`src/rtl/i2c_pkg.sv`:
```
// rtl/i2c_pkg.sv - shared I2C target state encodings and bus constants
package i2c_pkg;

    typedef logic [3:0] i2c_state_t;

    localparam i2c_state_t ST_IDLE      = 4'd0;
    localparam i2c_state_t ST_ADDR      = 4'd1;
    localparam i2c_state_t ST_ADDR_ACK  = 4'd2;
    localparam i2c_state_t ST_PTR       = 4'd3;
    localparam i2c_state_t ST_PTR_ACK   = 4'd4;
    localparam i2c_state_t ST_WR        = 4'd5;
    localparam i2c_state_t ST_WR_ACK    = 4'd6;
    localparam i2c_state_t ST_RD        = 4'd7;
    localparam i2c_state_t ST_RD_ACK    = 4'd8;
    localparam i2c_state_t ST_WAIT_STOP = 4'd9;

    localparam logic I2C_ACK     = 1'b0;
    localparam logic I2C_NACK    = 1'b1;
    localparam logic I2C_RW_READ = 1'b1;

endpackage

```
`src/rtl/i2c_bus_sync.sv`:
```
// rtl/i2c_bus_sync.sv - SCL/SDA synchroniser with edge and START/STOP pulses
module i2c_bus_sync #(
    parameter int SYNC_STAGES = 2
) (
    input  logic clk,
    input  logic reset,
    input  logic scl_in,
    input  logic sda_in,
    output logic scl_rise,
    output logic scl_fall,
    output logic start_det,
    output logic stop_det,
    output logic sda_level
);

    logic [SYNC_STAGES-1:0] scl_sync_q, scl_sync_d;
    logic [SYNC_STAGES-1:0] sda_sync_q, sda_sync_d;
    logic scl_prev_q, scl_prev_d;
    logic sda_prev_q, sda_prev_d;
    logic scl_rise_q, scl_rise_d;
    logic scl_fall_q, scl_fall_d;
    logic start_q, start_d;
    logic stop_q, stop_d;
    logic scl_now, sda_now;

    assign scl_now   = scl_sync_q[SYNC_STAGES-1];
    assign sda_now   = sda_sync_q[SYNC_STAGES-1];
    assign scl_rise  = scl_rise_q;
    assign scl_fall  = scl_fall_q;
    assign start_det = start_q;
    assign stop_det  = stop_q;
    assign sda_level = sda_now;

    // Shift pads through the chains and register one-cycle event pulses
    always_comb begin
        scl_sync_d = {scl_sync_q[SYNC_STAGES-2:0], scl_in};
        sda_sync_d = {sda_sync_q[SYNC_STAGES-2:0], sda_in};
        scl_prev_d = scl_now;
        sda_prev_d = sda_now;
        scl_rise_d = scl_now & ~scl_prev_q;
        scl_fall_d = ~scl_now & scl_prev_q;
        start_d    = scl_now & scl_prev_q & sda_prev_q & ~sda_now;
        stop_d     = scl_now & scl_prev_q & ~sda_prev_q & sda_now;
    end

    // Lines reset to the idle-high bus level so reset itself creates no events
    always_ff @(posedge clk) begin
        if (reset) begin
            scl_sync_q <= '1;
            sda_sync_q <= '1;
            scl_prev_q <= 1'b1;
            sda_prev_q <= 1'b1;
            scl_rise_q <= 1'b0;
            scl_fall_q <= 1'b0;
            start_q    <= 1'b0;
            stop_q     <= 1'b0;
        end else begin
            scl_sync_q <= scl_sync_d;
            sda_sync_q <= sda_sync_d;
            scl_prev_q <= scl_prev_d;
            sda_prev_q <= sda_prev_d;
            scl_rise_q <= scl_rise_d;
            scl_fall_q <= scl_fall_d;
            start_q    <= start_d;
            stop_q     <= stop_d;
        end
    end

endmodule

```
`src/rtl/i2c_target_regs.sv`:
```
// rtl/i2c_target_regs.sv - I2C target protocol engine with pointer-addressed register file
module i2c_target_regs
    import i2c_pkg::*;
#(
    parameter logic [6:0] TARGET_ADDR = 7'h2A,
    parameter int         NUM_REGS    = 4,
    parameter logic [7:0] RESET_VAL   = 8'h00,
    parameter int         SYNC_STAGES = 2,
    localparam int        PTR_W       = (NUM_REGS > 1) ? $clog2(NUM_REGS) : 1
) (
    input  logic                  clk,
    input  logic                  reset,
    input  logic                  scl_in,
    input  logic                  sda_in,
    output logic                  sda_oe,
    input  logic                  host_wr_en,
    input  logic [PTR_W-1:0]      host_wr_idx,
    input  logic [7:0]            host_wr_data,
    output logic [8*NUM_REGS-1:0] regs_flat,
    output logic                  i2c_wr_pulse,
    output logic [PTR_W-1:0]      i2c_wr_idx,
    output logic                  busy
);

    localparam logic [7:0]       REG_LIMIT = 8'(NUM_REGS);
    localparam logic [PTR_W-1:0] PTR_LAST  = PTR_W'(NUM_REGS - 1);

    logic scl_rise, scl_fall, start_det, stop_det, sda_level;

    i2c_bus_sync #(.SYNC_STAGES(SYNC_STAGES)) u_sync (
        .clk       (clk),
        .reset     (reset),
        .scl_in    (scl_in),
        .sda_in    (sda_in),
        .scl_rise  (scl_rise),
        .scl_fall  (scl_fall),
        .start_det (start_det),
        .stop_det  (stop_det),
        .sda_level (sda_level)
    );

    i2c_state_t       state_q, state_d;
    logic [3:0]       cnt_q, cnt_d;
    logic [7:0]       shift_q, shift_d;
    logic [7:0]       tx_q, tx_d;
    logic [PTR_W-1:0] ptr_q, ptr_d, ptr_inc;
    logic             rw_q, rw_d;
    logic             sda_oe_q, sda_oe_d;
    logic             busy_q, busy_d;
    logic             wr_pulse_q, wr_pulse_d;
    logic [PTR_W-1:0] wr_idx_q, wr_idx_d;
    logic [7:0]       regs_q [NUM_REGS];
    logic [7:0]       regs_d [NUM_REGS];

    assign sda_oe       = sda_oe_q;
    assign busy         = busy_q;
    assign i2c_wr_pulse = wr_pulse_q;
    assign i2c_wr_idx   = wr_idx_q;
    assign ptr_inc      = (ptr_q == PTR_LAST) ? '0 : ptr_q + 1'b1;

    for (genvar g = 0; g < NUM_REGS; g++) begin : g_flat
        assign regs_flat[8*g +: 8] = regs_q[g];
    end

    // Protocol FSM: bits sampled on SCL rise, SDA drive changes only on SCL fall
    always_comb begin
        state_d    = state_q;
        cnt_d      = cnt_q;
        shift_d    = shift_q;
        tx_d       = tx_q;
        ptr_d      = ptr_q;
        rw_d       = rw_q;
        sda_oe_d   = sda_oe_q;
        busy_d     = busy_q;
        wr_pulse_d = 1'b0;
        wr_idx_d   = wr_idx_q;
        for (int i = 0; i < NUM_REGS; i++) regs_d[i] = regs_q[i];

        // Host write goes first so a same-index bus write below overrides it
        if (host_wr_en && (8'(host_wr_idx) < REG_LIMIT)) regs_d[host_wr_idx] = host_wr_data;

        if (start_det) begin
            state_d  = ST_ADDR;
            cnt_d    = '0;
            sda_oe_d = 1'b0;
            busy_d   = 1'b0;
        end else if (stop_det) begin
            state_d  = ST_IDLE;
            sda_oe_d = 1'b0;
            busy_d   = 1'b0;
        end else begin
            if (scl_rise && (cnt_q < 4'd8) &&
                (state_q == ST_ADDR || state_q == ST_PTR || state_q == ST_WR || state_q == ST_RD)) begin
                shift_d = {shift_q[6:0], sda_level};
                cnt_d   = cnt_q + 4'd1;
            end
            case (state_q)
                ST_ADDR: if (scl_fall && cnt_q == 4'd8) begin
                    cnt_d = '0;
                    if (shift_q[7:1] == TARGET_ADDR) begin
                        sda_oe_d = 1'b1;
                        busy_d   = 1'b1;
                        rw_d     = shift_q[0];
                        tx_d     = regs_q[ptr_q];
                        state_d  = ST_ADDR_ACK;
                    end else begin
                        state_d  = ST_WAIT_STOP;
                    end
                end
                ST_ADDR_ACK: if (scl_fall) begin
                    cnt_d = '0;
                    if (rw_q == I2C_RW_READ) begin
                        sda_oe_d = ~tx_q[7];
                        state_d  = ST_RD;
                    end else begin
                        sda_oe_d = 1'b0;
                        state_d  = ST_PTR;
                    end
                end
                ST_PTR: if (scl_fall && cnt_q == 4'd8) begin
                    cnt_d = '0;
                    if (shift_q < REG_LIMIT) begin
                        sda_oe_d = 1'b1;
                        ptr_d    = shift_q[PTR_W-1:0];
                        state_d  = ST_PTR_ACK;
                    end else begin
                        state_d  = ST_WAIT_STOP;
                    end
                end
                ST_PTR_ACK: if (scl_fall) begin
                    sda_oe_d = 1'b0;
                    state_d  = ST_WR;
                end
                ST_WR: if (scl_fall && cnt_q == 4'd8) begin
                    cnt_d          = '0;
                    regs_d[ptr_q]  = shift_q;
                    wr_pulse_d     = 1'b1;
                    wr_idx_d       = ptr_q;
                    sda_oe_d       = 1'b1;
                    state_d        = ST_WR_ACK;
                end
                ST_WR_ACK: if (scl_fall) begin
                    sda_oe_d = 1'b0;
                    ptr_d    = ptr_inc;
                    state_d  = ST_WR;
                end
                ST_RD: if (scl_fall) begin
                    if (cnt_q == 4'd8) begin
                        sda_oe_d = 1'b0;
                        cnt_d    = '0;
                        state_d  = ST_RD_ACK;
                    end else begin
                        sda_oe_d = ~tx_q[3'd7 - cnt_q[2:0]];
                    end
                end
                ST_RD_ACK: if (scl_rise) begin
                    if (sda_level == I2C_ACK) begin
                        ptr_d   = ptr_inc;
                        tx_d    = regs_q[ptr_inc];
                        state_d = ST_RD;
                    end else begin
                        state_d = ST_WAIT_STOP;
                    end
                end
                default: ;
            endcase
        end
    end

    // State, datapath and register file update
    always_ff @(posedge clk) begin
        if (reset) begin
            state_q    <= ST_IDLE;
            cnt_q      <= '0;
            shift_q    <= '0;
            tx_q       <= '0;
            ptr_q      <= '0;
            rw_q       <= 1'b0;
            sda_oe_q   <= 1'b0;
            busy_q     <= 1'b0;
            wr_pulse_q <= 1'b0;
            wr_idx_q   <= '0;
            for (int i = 0; i < NUM_REGS; i++) regs_q[i] <= RESET_VAL;
        end else begin
            state_q    <= state_d;
            cnt_q      <= cnt_d;
            shift_q    <= shift_d;
            tx_q       <= tx_d;
            ptr_q      <= ptr_d;
            rw_q       <= rw_d;
            sda_oe_q   <= sda_oe_d;
            busy_q     <= busy_d;
            wr_pulse_q <= wr_pulse_d;
            wr_idx_q   <= wr_idx_d;
            for (int i = 0; i < NUM_REGS; i++) regs_q[i] <= regs_d[i];
        end
    end

endmodule
```
`config.mk`:
```
export PLATFORM = sky130hd
export DESIGN_NAME = i2c_target_regs
export DESIGN_NICKNAME = d
export VERILOG_FILES = /design/src/rtl/i2c_pkg.sv /design/src/rtl/i2c_bus_sync.sv /design/src/rtl/i2c_target_regs.sv
export SDC_FILE = /design/constraint.sdc
export NUM_CORES = 1
export LEC_CHECK = 0
export CAP_MARGIN = 20
export CORE_ASPECT_RATIO = 0.7
export CORE_MARGIN = 2
export CORE_UTILIZATION = 55
export DETAILED_ROUTE_END_ITERATION = 10
export DONT_BUFFER_PORTS = 1
export GPL_ROUTABILITY_DRIVEN = 0
export PLACE_DENSITY = 0.7
export SKIP_LAST_GASP = 1
export SYNTH_ARGS = -nofsm -noshare
export SYNTH_HDL_FRONTEND = slang
export SYNTH_HIERARCHICAL = 1
export SYNTH_SLANG_ARGS = --single-unit
```
`constraint.sdc`:
```
create_clock -name clk -period 4.2 [get_ports clk]
set_input_delay 0.21 -clock clk [delete_from_list [all_inputs] [get_ports clk]]
set_output_delay 0.21 -clock clk [all_outputs]
set_load 0.01 [all_outputs]
```
==> impl_metrics.tcl, run 1 <==
set metrics [dict create \
    die_w_um 107.7 \
    num_rows 26 \
    max_freq_mhz 364.1 \
    n_fill_cell 675 \
    ctsRootBufferMaster "clkbuf_8" \
    setup-tns-final_ns 0 \
    io_pins 52 \
    p_leak_nw 1.743 \
    crit_required_ns 4.46 \
    diodes 0 \
    totalWireLength_mm 11.05 \
    ys_types 55 \
    clk_path_buf_depth 2 \
    relSlewSlack_pct 36.91 \
    syn_inst 459 \
    syn-cell-area_um2 4138 \
    cts.sinks 76 \
    finalCritPeriodShare_pct 65.40 \
    grt_pass1_vias 3378 \
    synth_edf_count 0 \
    worst_pin_slew_ns 0.9423 \
    drv_slew 0 \
    fin_area_um2 4365 \
    power.switching_mw 0.3485 \
    criticalPathCategory "register to register" \
    ys_async_sr_fraction_pct 0 \
    grt_pass1_wl_mm 18.29 \
    holdPathStages 2 \
    layout_min_cycle_time_ns 2.747 \
    pwr-share-clk_pct 43.6 \
    maxCapViolations 0 \
    drive_gt1_share_pct 8.904 \
    die_area_um2 8244 \
    dpl-instance-area_um2 4085 \
    yosysSeqAreaShare_pct 36.77 \
    ir_drop_mv 0.1735 \
    p_per_area_nw_per_um2 337.8 \
    clk_pin_slew_ns 0.08 \
    finalSetupViolCount 0 \
    sw_frac_of_total_pct 23.64 \
    arrival_ns 3.01 \
    via_per_inst 6.487 \
    worstSetupStartpointType "register" \
    fin_util_pct 59.91 \
    wl_per_cell_um 20.61 \
    area_delta_synth_final_pct 5.504 \
    first_pass_iters 6 \
    drt_iter0_markers 280 \
    yosys_warnings 6 \
    grt_antenna_before_repair 0 \
    hp-class "input port to register" \
    hold_slack_ns 0.05407 \
    intPower_mw 1.126 \
    skew_ns 0.009619 \
    rsz0062_at_grt "no" \
    h-tree-depth 3 \
    cts_made_buffers 9 \
    hp-start "reset" \
    r2r_cells 5 \
    path_max_fanout 20 \
    r2r-start "state_q[3]" \
    p_seq_share_pct 51.6 \
    ant_nets 0 \
    power_frac_comb_pct 4.8 \
    final_cell_mix "dfxtp_1, nor2_1, a211oi_1" \
    nNetsFinal 453 \
    dpl.hpwl_mm 7.591 \
    grt_max_degree 62 \
    synth.net_count 479 \
    hold_viol 0 \
    cts_tree "built" \
    ys_seq_elements 76 \
    overflow 0 \
    port_buffers 0 \
    crit_path_end_kind "register" \
    status "complete, no violations" \
    track_usage_pct 28.65 \
    drc 0 \
    post-cts-setup-buffers 0 \
    mostFrequentLayoutCell "dfxtp_1" \
    start_util_pct 56.78 \
    synth_top_flop_cell "dfxtp_1" \
    core_area_um2 7287 \
    die_y_um 76.57 \
    critical_path.startpoint "state_q[3]" \
    syn_area_per_cell_um2 9.015 \
    clock_latency_ns 0.36 \
    vias 3477 \
]
## area by class of cell
class                   count  area, um^2  area share (%)
clock buffers              10       137.6           3.153
clock inverters             6       95.09           2.178
inverters                   6       22.52          0.5159
multi-input cells         337        2419           55.40
flip-flops and latches     76        1521           34.85
well taps                  98       122.6           2.809
repair buffers              3       47.55           1.089
## final timing paths
check | end | slack (ns)
setup / recovery | ptr_q[1] | 1.45
setup reg to reg | ptr_q[1] | 1.45
hold / removal | u_sync/start_det | 0.05
hold reg to reg | u_sync/scl_sync_q[1] | 0.41
## power groups by stage
stage	Sequential [mW]	Combinational, mW	Clock (mW)
3_5_place_dp	0.777	0.0567	0
5_1_grt	0.763	0.0776	0.685
6_report	0.761	0.0708	0.643
3_3_place_gp	0.776	0.0549	0
4_1_cts	0.760	0.0705	0.653
2_1_floorplan	0.767	0.0582	0
## cell usage after synthesis (5+ instances only)
cell type / count / area, um^2
dfxtp_1: 76 / 1521
nor2_1: 71 / 266.5
a211oi_1: 53 / 397.9
mux2i_1: 46 / 460.4
clkbuf_1: 26 / 97.59
nand2_1: 24 / 90.09
a21oi_1: 18 / 90.09
nor2b_1: 15 / 93.84
mux4_2: 9 / 202.7
nor3_1: 8 / 40.04
a311oi_1: 7 / 61.31
nand2b_1: 7 / 43.79
buf_1: 6 / 22.52
inv_1: 6 / 22.52
ha_1: 5 / 62.56
o21ai_0: 5 / 25.02
## per-stage QoR
stage          power, mW  worst slack, ns  instances
3_3_place_gp      0.8310            1.630        517
4_1_cts            1.484            1.491        536
2_1_floorplan     0.8255            1.920        459
5_1_grt            1.526            1.268        536
6_report           1.474            1.453        536
3_5_place_dp      0.8339            1.477        517
## per-layer routing
metal | vias up | track usage, % | wire length [um]
met5 | - | 0 | 0
met4 | 0 | 8.333 | 183
met1 | 1670 | 42.64 | 5003
li1 | 1632 | - | -
met2 | 158 | 40.57 | 4803
met3 | 17 | 7.357 | 1057
## sequential cells by signal (all words and copies together) (netlist names), 2 cells and up, named ones only
| signal | cells |
|---|---|
| cnt_q | 4 |
| u_sync/scl_sync_q | 2 |
| regs_q | 32 |
| tx_q | 8 |
| ptr_q | 2 |
| shift_q | 8 |
| i2c_wr_idx | 2 |
| u_sync/sda_sync_q | 2 |
| state_q | 4 |
## logic make-up (layout without fill, tap and decap cells)
group	after synthesis	after routing	share of synthesized area (%)
AO/OA/AOI/OAI	106	106	18.11
XOR/XNOR	3	3	0.6351
adder cells (fa/ha/maj)	5	5	1.512
buffers and inverters	46	25	4.898
flip-flops	76	76	36.77
multiplexers	57	57	17.30
AND/OR/NAND/NOR	166	166	20.77
## critical path: stages (launching register included)
cell and delay [ns]:
dfxtp_1 0.74, or4b_2 0.90, a21boi_0 0.22, a211oi_1 0.43, nor2_1 0.08, a211oi_1 0.27
## what timing repair did
item	CTS	global route
setup endpoints to repair	0	0
hold buffers	3	0
endpoints found under the hold margin	62	0
resized for setup	0	0
Note: power is estimated with default switching activity, not from simulation.
==> run 2: changes to the inputs <==
clock period = 2.6 ns   (was 4.2 ns; I/O delays follow)
==> impl_metrics.tcl, run 2 (synthesized netlist as in run 1, its figures left out) <==
set metrics [dict create \
    hp-start "host_wr_data[3]" \
    met1_usage_pct 43.42 \
    top_register "regs_q" \
    drive_gt1_share_pct 11.50 \
    path_max_fanout 16 \
    setup-tns-final_ns 0 \
    wl_per_cell_um 20.06 \
    totalWireLength_mm 11.21 \
    grt_use_met2_pct 37.74 \
    maxCapViolations 0 \
    power_mw 2.359 \
    drv_slew 0 \
    nNetsFinal 476 \
    p_per_area_nw_per_um2 519.6 \
    track_usage_pct 28.29 \
    critical_path.startpoint "cnt_q[0]" \
    grt_max_degree 63 \
    fin_area_um2 4539 \
    port_buffers 0 \
    clk_path_buf_depth 2 \
    final_cells 559 \
    dpl-instance-area_um2 4205 \
    max_freq_mhz 436.7 \
    ir_drop_mv 0.3357 \
    layout_min_cycle_time_ns 2.290 \
    grt_pass1_wl_mm 18.13 \
    clk_pin_slew_ns 0.09 \
    grtUsageMet3_pct 8.725 \
    mostFrequentLayoutCell "dfxtp_1" \
    first_pass_iters 5 \
    finalSetupViolCount 0 \
    largestRegisters "regs_q: 32 flops, shift_q: 8 flops, tx_q: 8 flops" \
    cts_tree "built" \
    ant_nets 0 \
    cts.sinks 76 \
    hold_viol 0 \
    skew_ns 0.01265 \
    cts_made_buffers 9 \
    hp-class "input port to register" \
    r2r-start "cnt_q[0]" \
    grt_antenna_before_repair 0 \
    largest_reg_flops 32 \
    hold_slack_ns 0.007890 \
    h-tree-depth 3 \
    core_area_um2 7287 \
    crit_required_ns 2.88 \
    criticalPathCategory "register to register" \
    worstSetupStartpointType "register" \
    drt_iter0_markers 304 \
    clock_latency_ns 0.36 \
    via_per_inst 6.445 \
    die_y_um 76.57 \
    die_w_um 107.7 \
    dpl.hpwl_mm 7.697 \
    num_rows 26 \
    ctsRootBufferMaster "clkbuf_8" \
    p_leak_nw 1.835 \
    vias 3603 \
    die_area_um2 8244 \
    grt_pass1_vias 3305 \
    crit_path_end_kind "register" \
    start_util_pct 56.78 \
    placed_cells 533 \
    worst_pin_slew_ns 0.6585 \
    final_cell_mix "dfxtp_1, nor2_1, a211oi_1" \
    io_pins 52 \
    status "complete, no violations" \
    ctsResizeCount 0 \
    diodes 0 \
    arrival_ns 2.57 \
    overflow 0 \
    grt-busiest-layer "met1" \
    rsz0062_at_grt "no" \
    drc 0 \
    area_delta_synth_final_pct 9.707 \
    finalCritPeriodShare_pct 88.08 \
    relSlewSlack_pct 56.10 \
]
==> run 2: changes by cell type in the layout (fill, tap and decap cells not counted), sizes merged <==
| cell | before | now |
|---|---|---|
| clkinvlp | 0 | 1 |
| dlygate4sd3 | 2 | 9 |
| buf | 1 | 17 |
| clkbuf | 10 | 11 |
| clkinv | 3 | 1 |
==> run 2: final timing paths <==
kind | endpoint | slack [ns] | cells past startpoint
min | regs_q[0][3] | 0.008 | 2
min reg2reg | u_sync/sda_sync_q[1] | 0.41 | 1
max reg2reg | tx_q[1] | 0.31 | 5
max | tx_q[1] | 0.31 | 5
==> run 2: area by class of cell <==
cell class                 count  area (um^2)
tap                           98        122.6
clock inverter                 5        85.08
multi-input combinational    337         2419
inverter                       6        22.52
sequential                    76         1521
timing repair buffer          26        237.7
clock buffer                  11        131.4
fill                         638         2748
==> run 2: through the flow <==
stage	worst slack, ns	utilization (%)
6_report	0.3099	62.29
2_1_floorplan	0.3199	-
4_1_cts	0.3157	62.16
3_5_place_dp	0.3617	57.71
3_3_place_gp	0.4261	57.71
5_1_grt	0.07824	62.29
==> run 2: timing repair <==
item	CTS	global route
hold buffers	9	1
hold endpoints to repair	65	1
buffers inserted	0	0
==> run 2: worst max-delay path, stage by stage (launching register included) <==
cell and delay, ns:
dfxtp_1 0.39, or4b_1 0.70, nand4bb_1 0.26, a21oi_2 0.55, nor2_1 0.08, a211oi_1 0.24
==> run 2: routing by layer <==
layer	wire length (um)	up-vias
met5	0	-
met4	142	0
met3	1271	18
met2	4650	198
met1	5150	1706
li1	-	1681
==> run 2: power by group <==
group,leakage (nW),switching (mW),internal [mW],total (mW)
Clock,0.104,0.458,0.547,1.00
Combinational,1.11,0.0638,0.0661,0.130
Sequential,0.616,0.0375,1.19,1.22
Total,1.83,0.559,1.80,2.36
==> run 3: changes to the inputs <==
clock period = 2.5 ns   (was 2.6 ns; I/O delays follow)
==> impl_metrics.tcl, run 3 (synthesized netlist as in run 1, its figures left out) <==
set metrics [dict create \
    grt_pass1_vias 3211 \
    r2r-start "cnt_q[0]" \
    via_per_inst 6.463 \
    track_usage_pct 27.42 \
    diodes 0 \
    hold_end "regs_q[1][7]" \
    hp-class "input port to register" \
    drv_slew 0 \
    grt_antenna_before_repair 0 \
    holdPathStages 2 \
    fin_area_um2 4537 \
    overflow 0 \
    grt_max_degree 63 \
    drive_gt1_share_pct 11.76 \
    largest_reg_flops 32 \
    crit_path_end_kind "register" \
    max_freq_mhz 444.0 \
    die_y_um 76.57 \
    layout_min_cycle_time_ns 2.252 \
    ir_drop_mv 0.4187 \
    area_delta_synth_final_pct 9.646 \
    cts_tree "built" \
    power_mw 2.467 \
    arrival_ns 2.51 \
    dpl-instance-area_um2 4205 \
    vias 3600 \
    largestRegisters "regs_q: 32 flops, shift_q: 8 flops, tx_q: 8 flops" \
    placed_cells 533 \
    ctsRootBufferMaster "clkbuf_8" \
    skew_ns 0.01081 \
    worstSetupStartpointType "register" \
    final_cells 557 \
    maxCapViolations 0 \
    path_max_fanout 16 \
    setup-tns-final_ns 0 \
    top_register "regs_q" \
    clk_path_buf_depth 2 \
    grt_pass1_wl_mm 17.57 \
    ctsResizeCount 0 \
    status "complete, no violations" \
    p_per_area_nw_per_um2 543.9 \
    h-tree-depth 3 \
    nNetsFinal 475 \
    crit_required_ns 2.76 \
    rsz0062_at_grt "no" \
    io_pins 52 \
    relSlewSlack_pct 53.53 \
    totalWireLength_mm 10.92 \
    die_w_um 107.7 \
    start_util_pct 56.78 \
    p_leak_nw 1.839 \
    hp-start "host_wr_data[7]" \
    final_cell_mix "dfxtp_1, nor2_1, a211oi_1" \
    multi_input_area_um2 2419 \
    criticalPathCategory "register to register" \
    first_pass_iters 5 \
    finalCritPeriodShare_pct 90.09 \
    dpl.hpwl_mm 7.441 \
    core_area_um2 7287 \
    post-cts-setup-buffers 0 \
    die_area_um2 8244 \
    ff_latch_area_um2 1521 \
    clock_latency_ns 0.35 \
    n_fill_cell 633 \
    port_buffers 0 \
    num_rows 26 \
    drt_iter0_markers 378 \
    ant_nets 0 \
    r2r-end "tx_q[6]" \
    finalSetupViolCount 0 \
    clk_pin_slew_ns 0.08 \
    drc 0 \
    wl_per_cell_um 19.61 \
    r2r_cells 5 \
    hold_viol 0 \
    reg2reg_slack_ns 0.25 \
    cts.sinks 76 \
    worst_pin_slew_ns 0.6949 \
    mostFrequentLayoutCell "dfxtp_1" \
    cts_made_buffers 9 \
]
==> run 3: cell types whose count changed in the layout (fill, tap and decap cells not counted) <==
cell and change:
clkbuf_1 -2, clkbuf_8 +2, clkinv_2 +1, clkinv_4 -1, dlygate4sd3_1 -1, inv_6 -1
==> run 3: worst max path at each step <==
stage / slack, ns / end / start / depth (start not counted)
global route: 0.04 / tx_q[1] / cnt_q[0] / 5
floorplan: 0.22 / tx_q[5] / ptr_q[0] / 9
detailed placement: 0.26 / tx_q[6] / cnt_q[0] / 5
global placement: 0.37 / tx_q[7] / cnt_q[0] / 5
CTS: 0.24 / tx_q[6] / cnt_q[0] / 5
finish: 0.25 / tx_q[6] / cnt_q[0] / 5
==> run 3: per-layer routing <==
| layer | global-route usage (%) | wire length (um) | share of wire (%) |
|---|---|---|---|
| met5 | 0 | 0 | 0 |
| met4 | 5.769 | 134 | 1.2 |
| met2 | 37.67 | 4618 | 42 |
| met1 | 42.11 | 5013 | 46 |
| met3 | 8.041 | 1155 | 11 |
==> run 3: final cells by class <==
cell class	count	area share (%)
inverter	6	0.4964
sequential	76	33.54
timing repair buffer	25	5.019
multi-input combinational	337	53.31
clock inverter	4	1.600
clock buffer	11	3.337
tap	98	2.703
==> run 3: repair_timing <==
action | 4_1_cts | 5_1_grt
hold endpoints to repair | 65 | 0
endpoints found under the setup margin | 0 | 0
hold buffers | 9 | 0
==> run 3: worst max-delay path, cell delays in order, from the launching register on <==
cell       delay (ns)
dfxtp_1          0.39
or4b_1           0.67
nand4bb_1        0.25
a21oi_2          0.53
nor2_1           0.11
a211oi_1         0.23
==> run 3: power breakdown <==
group / leakage (nW) / switching (mW) / internal (mW)
registers: 0.616 / 0.0389 / 1.23
clock network: 0.111 / 0.451 / 0.610
logic: 1.11 / 0.0657 / 0.0677
total: 1.84 / 0.556 / 1.91
==> run 3: per-stage QoR <==
stage | utilization (%) | hold WS [ns] | setup slack (ns)
floorplan | - | 0.2008 | 0.2199
global placement | 57.71 | 0.2056 | 0.3697
detailed placement | 57.71 | 0.2042 | 0.2579
CTS | 62.26 | 0.0007011 | 0.2425
global route | 62.26 | 0.004746 | 0.04417
finish | 62.26 | 0.01520 | 0.2477
